<file path="config.mk">
export PLATFORM = sky130hd
export DESIGN_NAME = decim_word_serializer_flat
export DESIGN_NICKNAME = d
export VERILOG_FILES = /design/src/rtl/decim_word_serializer_if.sv /design/src/rtl/decim_word_serializer.sv /design/src/flat_wrapper.sv
export SDC_FILE = /design/constraint.sdc
export NUM_CORES = 1
export LEC_CHECK = 0
export BUFFER_PORTS_ARGS = -buffer_cell sky130_fd_sc_hd__clkbuf_2
export CAP_MARGIN = 40
export CORE_ASPECT_RATIO = 1.75
export CORE_MARGIN = 2
export CORE_UTILIZATION = 55
export DETAILED_ROUTE_END_ITERATION = 8
export GPL_TIMING_DRIVEN = 0
export HOLD_SLACK_MARGIN = 0.08
export PLACE_DENSITY_LB_ADDON = 0.15
export SYNTH_ARGS = -nofsm -noshare
export SYNTH_HDL_FRONTEND = slang
export SYNTH_SLANG_ARGS = --single-unit
</file>
<file path="constraint.sdc">
create_clock -name clk -period 2.4 [get_ports clk]
set_input_delay 0.36 -clock clk [delete_from_list [all_inputs] [get_ports clk]]
set_output_delay 0.36 -clock clk [all_outputs]
set_load 0.03 [all_outputs]
</file>
<file path="src/rtl/decim_word_serializer_if.sv">
// Filter-side strobe/data inputs and serial-link/status outputs of decim_word_serializer.
interface decim_word_serializer_if #(
  parameter int WIDTH = 16,
  parameter int DEPTH = 4
);
  logic [WIDTH-1:0]       din;
  logic                   din_valid;
  logic                   clr_ovf;
  logic                   ser_sclk;
  logic                   ser_data;
  logic                   ser_fs;
  logic                   busy;
  logic                   overflow;
  logic [$clog2(DEPTH):0] fifo_level;

  modport master (
    output din, din_valid, clr_ovf,
    input  ser_sclk, ser_data, ser_fs, busy, overflow, fifo_level
  );

  modport slave (
    input  din, din_valid, clr_ovf,
    output ser_sclk, ser_data, ser_fs, busy, overflow, fifo_level
  );
endinterface

</file>
<file path="src/rtl/decim_word_serializer.sv">
// Buffers decimated words in a small FIFO and ships them MSB first on a frame-synced 3-wire link.
// Optional macro DECIM_SER_PARITY_EN appends an even-parity bit period after the payload.
module decim_word_serializer #(
  parameter int WIDTH   = 16,
  parameter int DEPTH   = 4,
  parameter int CLK_DIV = 1
) (
  input  logic                    clk,
  input  logic                    reset,
  decim_word_serializer_if.slave  sif
);

  localparam int PW   = (DEPTH > 1) ? $clog2(DEPTH) : 1;
  localparam int LW   = PW + 1;
  localparam int DIVW = $clog2(2 * CLK_DIV);
  localparam int BW   = (WIDTH > 1) ? $clog2(WIDTH) : 1;

  localparam logic [DIVW-1:0] DIV_LAST = DIVW'(2 * CLK_DIV - 1);
  localparam logic [DIVW-1:0] DIV_HALF = DIVW'(CLK_DIV);
  localparam logic [BW-1:0]   BIT_LAST = BW'(WIDTH - 1);
  localparam logic [LW-1:0]   LVL_FULL = LW'(DEPTH);

  typedef enum logic [2:0] {
    ST_IDLE,
    ST_FSYNC,
    ST_SHIFT,
    ST_PARITY,
    ST_GAP
  } state_e;

  logic [WIDTH-1:0] mem [DEPTH];

  state_e           state_q, state_d;
  logic [DIVW-1:0]  div_q, div_d;
  logic [BW-1:0]    bit_q, bit_d;
  logic [WIDTH-1:0] shift_q, shift_d;
  logic [PW-1:0]    wr_ptr_q, rd_ptr_q;
  logic [LW-1:0]    level_q, level_d;
  logic             ovf_q;
`ifdef DECIM_SER_PARITY_EN
  logic             parity_q, parity_d;
`endif

  logic pop, push, drop, full, period_end;

  // A pop only happens from IDLE, so a write into a full FIFO is safe exactly when that pop frees a slot.
  always_comb begin
    full       = (level_q == LVL_FULL);
    pop        = (state_q == ST_IDLE) && (level_q != '0);
    push       = sif.din_valid && (!full || pop);
    drop       = sif.din_valid && full && !pop;
    period_end = (div_q == DIV_LAST);

    level_d = level_q;
    if (push && !pop) begin
      level_d = level_q + LW'(1);
    end else if (pop && !push) begin
      level_d = level_q - LW'(1);
    end
  end

  always_comb begin
    state_d = state_q;
    div_d   = div_q;
    bit_d   = bit_q;
    shift_d = shift_q;
`ifdef DECIM_SER_PARITY_EN
    parity_d = parity_q;
`endif
    unique case (state_q)
      ST_IDLE: begin
        div_d = '0;
        bit_d = '0;
        if (pop) begin
          shift_d = mem[rd_ptr_q];
`ifdef DECIM_SER_PARITY_EN
          parity_d = ^mem[rd_ptr_q];
`endif
          state_d = ST_FSYNC;
        end
      end
      ST_FSYNC: begin
        div_d = div_q + DIVW'(1);
        if (period_end) begin
          div_d   = '0;
          state_d = ST_SHIFT;
        end
      end
      ST_SHIFT: begin
        div_d = div_q + DIVW'(1);
        if (period_end) begin
          div_d   = '0;
          shift_d = {shift_q[WIDTH-2:0], 1'b0};
          if (bit_q == BIT_LAST) begin
            bit_d = '0;
`ifdef DECIM_SER_PARITY_EN
            state_d = ST_PARITY;
`else
            state_d = ST_GAP;
`endif
          end else begin
            bit_d = bit_q + BW'(1);
          end
        end
      end
`ifdef DECIM_SER_PARITY_EN
      ST_PARITY: begin
        div_d = div_q + DIVW'(1);
        if (period_end) begin
          div_d   = '0;
          state_d = ST_GAP;
        end
      end
`endif
      ST_GAP: begin
        div_d = div_q + DIVW'(1);
        if (period_end) begin
          div_d   = '0;
          state_d = ST_IDLE;
        end
      end
      default: begin
        div_d   = '0;
        bit_d   = '0;
        state_d = ST_IDLE;
      end
    endcase
  end

  always_ff @(posedge clk) begin
    if (reset) begin
      state_q  <= ST_IDLE;
      div_q    <= '0;
      bit_q    <= '0;
      shift_q  <= '0;
      wr_ptr_q <= '0;
      rd_ptr_q <= '0;
      level_q  <= '0;
      ovf_q    <= 1'b0;
`ifdef DECIM_SER_PARITY_EN
      parity_q <= 1'b0;
`endif
    end else begin
      state_q <= state_d;
      div_q   <= div_d;
      bit_q   <= bit_d;
      shift_q <= shift_d;
      level_q <= level_d;
`ifdef DECIM_SER_PARITY_EN
      parity_q <= parity_d;
`endif
      if (push) begin
        wr_ptr_q <= wr_ptr_q + PW'(1);
      end
      if (pop) begin
        rd_ptr_q <= rd_ptr_q + PW'(1);
      end
      // A drop on the same edge as a clear keeps the flag set.
      if (drop) begin
        ovf_q <= 1'b1;
      end else if (sif.clr_ovf) begin
        ovf_q <= 1'b0;
      end
    end
  end

  always_ff @(posedge clk) begin
    if (push && !reset) begin
      mem[wr_ptr_q] <= sif.din;
    end
  end

  assign sif.busy       = (state_q != ST_IDLE);
  assign sif.ser_fs     = (state_q == ST_FSYNC);
  assign sif.ser_sclk   = ((state_q == ST_FSYNC) || (state_q == ST_SHIFT) || (state_q == ST_PARITY))
                          && (div_q >= DIV_HALF);
`ifdef DECIM_SER_PARITY_EN
  assign sif.ser_data   = (state_q == ST_SHIFT)  ? shift_q[WIDTH-1] :
                          (state_q == ST_PARITY) ? parity_q : 1'b0;
`else
  assign sif.ser_data   = (state_q == ST_SHIFT) && shift_q[WIDTH-1];
`endif
  assign sif.overflow   = ovf_q;
  assign sif.fifo_level = level_q;

endmodule

</file>
<file path="src/flat_wrapper.sv">
// flat-port wrapper written by rule: the top's interface ports become plain ports
module decim_word_serializer_flat 
#(
  parameter int WIDTH   = 16,
  parameter int DEPTH   = 4,
  parameter int CLK_DIV = 1
)
  (clk, reset, sif_din, sif_din_valid, sif_clr_ovf, sif_ser_sclk, sif_ser_data, sif_ser_fs, sif_busy, sif_overflow, sif_fifo_level);
  decim_word_serializer_if #(.WIDTH(WIDTH), .DEPTH(DEPTH)) sif_i ();
  input  logic clk;
  input  logic reset;
  input wire logic [$bits(sif_i.din)-1:0] sif_din;
  input wire logic [$bits(sif_i.din_valid)-1:0] sif_din_valid;
  input wire logic [$bits(sif_i.clr_ovf)-1:0] sif_clr_ovf;
  output wire logic [$bits(sif_i.ser_sclk)-1:0] sif_ser_sclk;
  output wire logic [$bits(sif_i.ser_data)-1:0] sif_ser_data;
  output wire logic [$bits(sif_i.ser_fs)-1:0] sif_ser_fs;
  output wire logic [$bits(sif_i.busy)-1:0] sif_busy;
  output wire logic [$bits(sif_i.overflow)-1:0] sif_overflow;
  output wire logic [$bits(sif_i.fifo_level)-1:0] sif_fifo_level;
  assign sif_i.din = sif_din;
  assign sif_i.din_valid = sif_din_valid;
  assign sif_i.clr_ovf = sif_clr_ovf;
  assign sif_ser_sclk = sif_i.ser_sclk;
  assign sif_ser_data = sif_i.ser_data;
  assign sif_ser_fs = sif_i.ser_fs;
  assign sif_busy = sif_i.busy;
  assign sif_overflow = sif_i.overflow;
  assign sif_fifo_level = sif_i.fifo_level;
  decim_word_serializer #(.WIDTH(WIDTH), .DEPTH(DEPTH), .CLK_DIV(CLK_DIV)) u_core (.clk(clk), .reset(reset), .sif(sif_i));
endmodule
</file>
==> run metrics <==
crit-path cells=or3_4 > nand2_1 > ha_1 > inv_1 > fa_1 > xor2_1 > or3_1 > a21oi_1; status=finished, final reports clean; final period utilization=93.0%; unrepaired setup endpoints after global routing=no; layout cells sized above 1=31.2%; final hold vios=0; initial antenna violation count=0; Post-synth EDFFs=64; initial core utilization=56.8%; GR Overflow Total=0; CTS buffer count=9; Final ANT Viol Nets=0; Nets=343; Iteration-0 DRC Markers=slightly below 90; Finished Core Util=65.2%; Max stage delay on crit path=0.44 ns; Placer Congestion=0.826; CTS H-tree depth=3; drt first pass iters=4; row cnt=41; wirelength, routed=7.05 mm; Setup Fix Bufs, Post-CTS=0; Worst Max-Slew Pin Slew=0.533 ns; Root Driver=clkbuf_16; sequential fraction of the synthesis area=63.8%; Worst slew margin=64.1%; Leak=1.65 nW; ys flop type=edfxtp_1; most frequent cell after synthesis=edfxtp_1; clk_lat worst skew=about 0.33 ns; CTS tree=built; Core Box Area=about 7000 sq um; leading area contributor after synthesis=edfxtp_1; CP max FO=7; Post-CTS Hold Fix Bufs=0; CTS max path bufs=2; Setup crit end kind=flip-flop; DP Wirelength=4.94 mm; Die H=118 um; # diodes=0; CP Data Required Time=2.66 ns; area delta synth->final=14.8%; max-slew violations=0; hold depth=1; Post-synth top cells=edfxtp_1, dfxtp_1, a21oi_1; Net Count, Synth=301; post-DR wirelength/cell=17.3 um; DIE WIDTH=69.1 um; post-synthesis async set-or-reset flop share=0%; pin count of the biggest net entering global routing=17; post-synth top area share=47.1%; number of I/O pins=28; number of fill cells=562; fmax=448 MHz; post-synthesis register bit count=98; CTS Sinks=98; first-pass GRT wire length=11.5 mm; max_cap viols=0; Layout Skew=roughly 0.0046 ns; hold slack=between 0.2 and 0.25 ns; worst vdd ir=0.000529 V; # setup viols final=0; Worst Path Arrival=2.49 ns; Non-Filler Instances=around 410; Synth area leaders=edfxtp_1, dfxtp_1, mux4_2; Via density=5.93; number of port buffers=27; Placed Cells=391; netlist area before placement=4080 sq um; Resize count post-CTS=0; number of global-route vias before repair=2,364; Setup CP Type=reg2reg; Final min period=2.23 ns; Startpoint Class=flip-flop; Mapped Cells=274; Critical-path top delay cell=or3_4; Worst Hold Class=in2reg; Die ar.=8150 sq um; # DRC=0; Vias=2,414; Yosys cell types=48; Syn. warnings=0; Tot GR Track Use=18.2%; Clock transition at path regs=around 0.060 ns; Syn Area/Cell=14.9 sq um; pwr/cell area=roughly 1100 nW/um^2; R2R cell count=8
worst max-delay path: cells and delay by family (launching register included):
kind	cells	cell delay (ns)
flip-flops	1	0.41
AO/OA/AOI/OAI	1	0.14
adder cells (fa/ha/maj)	2	0.56
buffers and inverters	1	0.06
XOR/XNOR	1	0.15
AND/OR/NAND/NOR	3	0.85
final cells by class:
type                    count  area, sq um  share of cell area [%]
flip-flops and latches     98         2600                    55.6
plain buffers              16          106                    2.27
repair buffers             31          195                    4.17
clock buffers              11          233                    4.97
clock inverters             5         55.1                    1.18
well taps                  86          108                    2.30
multi-input cells         150         1350                    28.7
inverters                  10         37.5                   0.801
kinds of logic after synthesis:
| family | share of synthesized area [%] |
|---|---|
| xor+xnor | 1.29 |
| fa+ha+maj | 2.33 |
| mux | 9.60 |
| compound gates | 12.5 |
| simple gates | 6.99 |
| buf+inv | 3.53 |
| flops | 63.8 |
placed cells by master (no fill, tap or decap), types with 3 or more instances in the layout:
cell	synthesis	final
and2_1	4	4
a21oi_2	10	10
edfxtp_1	64	64
xor2_1	4	4
a21oi_1	29	29
buf_4	7	7
ha_1	6	6
buf_2	4	4
nor2_1	12	12
inv_2	3	3
nor3_1	4	4
dfxtp_1	34	33
clkbuf_2	0	27
buf_8	0	4
nand3_1	5	5
inv_1	7	7
clkbuf_1	2	4
clkbuf_16	0	9
a22oi_1	17	17
mux4_2	16	16
nand2_1	4	4
registers in the layout (all words and copies together), names as in the netlist, named ones only:
signal,count
u_core.bit_q,4
u_core.sif.overflow,1
u_core.div_q,1
u_core.sif.fifo_level,3
u_core.shift_q,16
u_core.state_q,3
u_core.rd_ptr_q,2
u_core.mem,64
u_core.wr_ptr_q,2
final timing paths:
kind / endpoint / from / slack, ns
worst min-delay path: u_core.mem[1][3] / sif_din[3] / 0.24
worst max-delay path: u_core.sif.fifo_level[2] / u_core.sif.fifo_level[1] / 0.17
worst min register to register: u_core.shift_q[0] / u_core.shift_q[0] / 0.46
worst max register to register: u_core.sif.fifo_level[2] / u_core.sif.fifo_level[1] / 0.17
stage by stage:
stage | area [sq um] | setup WS [ns] | total power [mW] | TNS, ns
2_1_floorplan | 4080 | 0.0815 | 3.46 | 0
3_3_place_gp | 4320 | -0.0505 | 3.77 | -2.00
3_5_place_dp | 4380 | 0.0657 | 3.82 | 0
4_1_cts | 4670 | 0.0501 | 5.19 | 0
5_1_grt | 4680 | 0.0221 | 5.44 | 0
6_report | 4680 | 0.168 | 5.16 | 0
power breakdown:
| group | leakage (nW) | switching, mW | internal (mW) |
|---|---|---|---|
| registers | 0.863 | 0.167 | 2.05 |
| logic | 0.648 | 0.883 | 0.687 |
| clock network | 0.137 | 0.567 | 0.804 |
| total | 1.65 | 1.62 | 3.55 |
layer usage:
metal,wire [um],vias to the layer above,global-route usage (%)
met4,211,0,9.56
met5,0,-,0
li1,-,1146,-
met2,3760,49,30.8
met3,189,17,3.25
met1,2880,1202,22.0
Note: power is estimated with default switching activity, not from simulation.
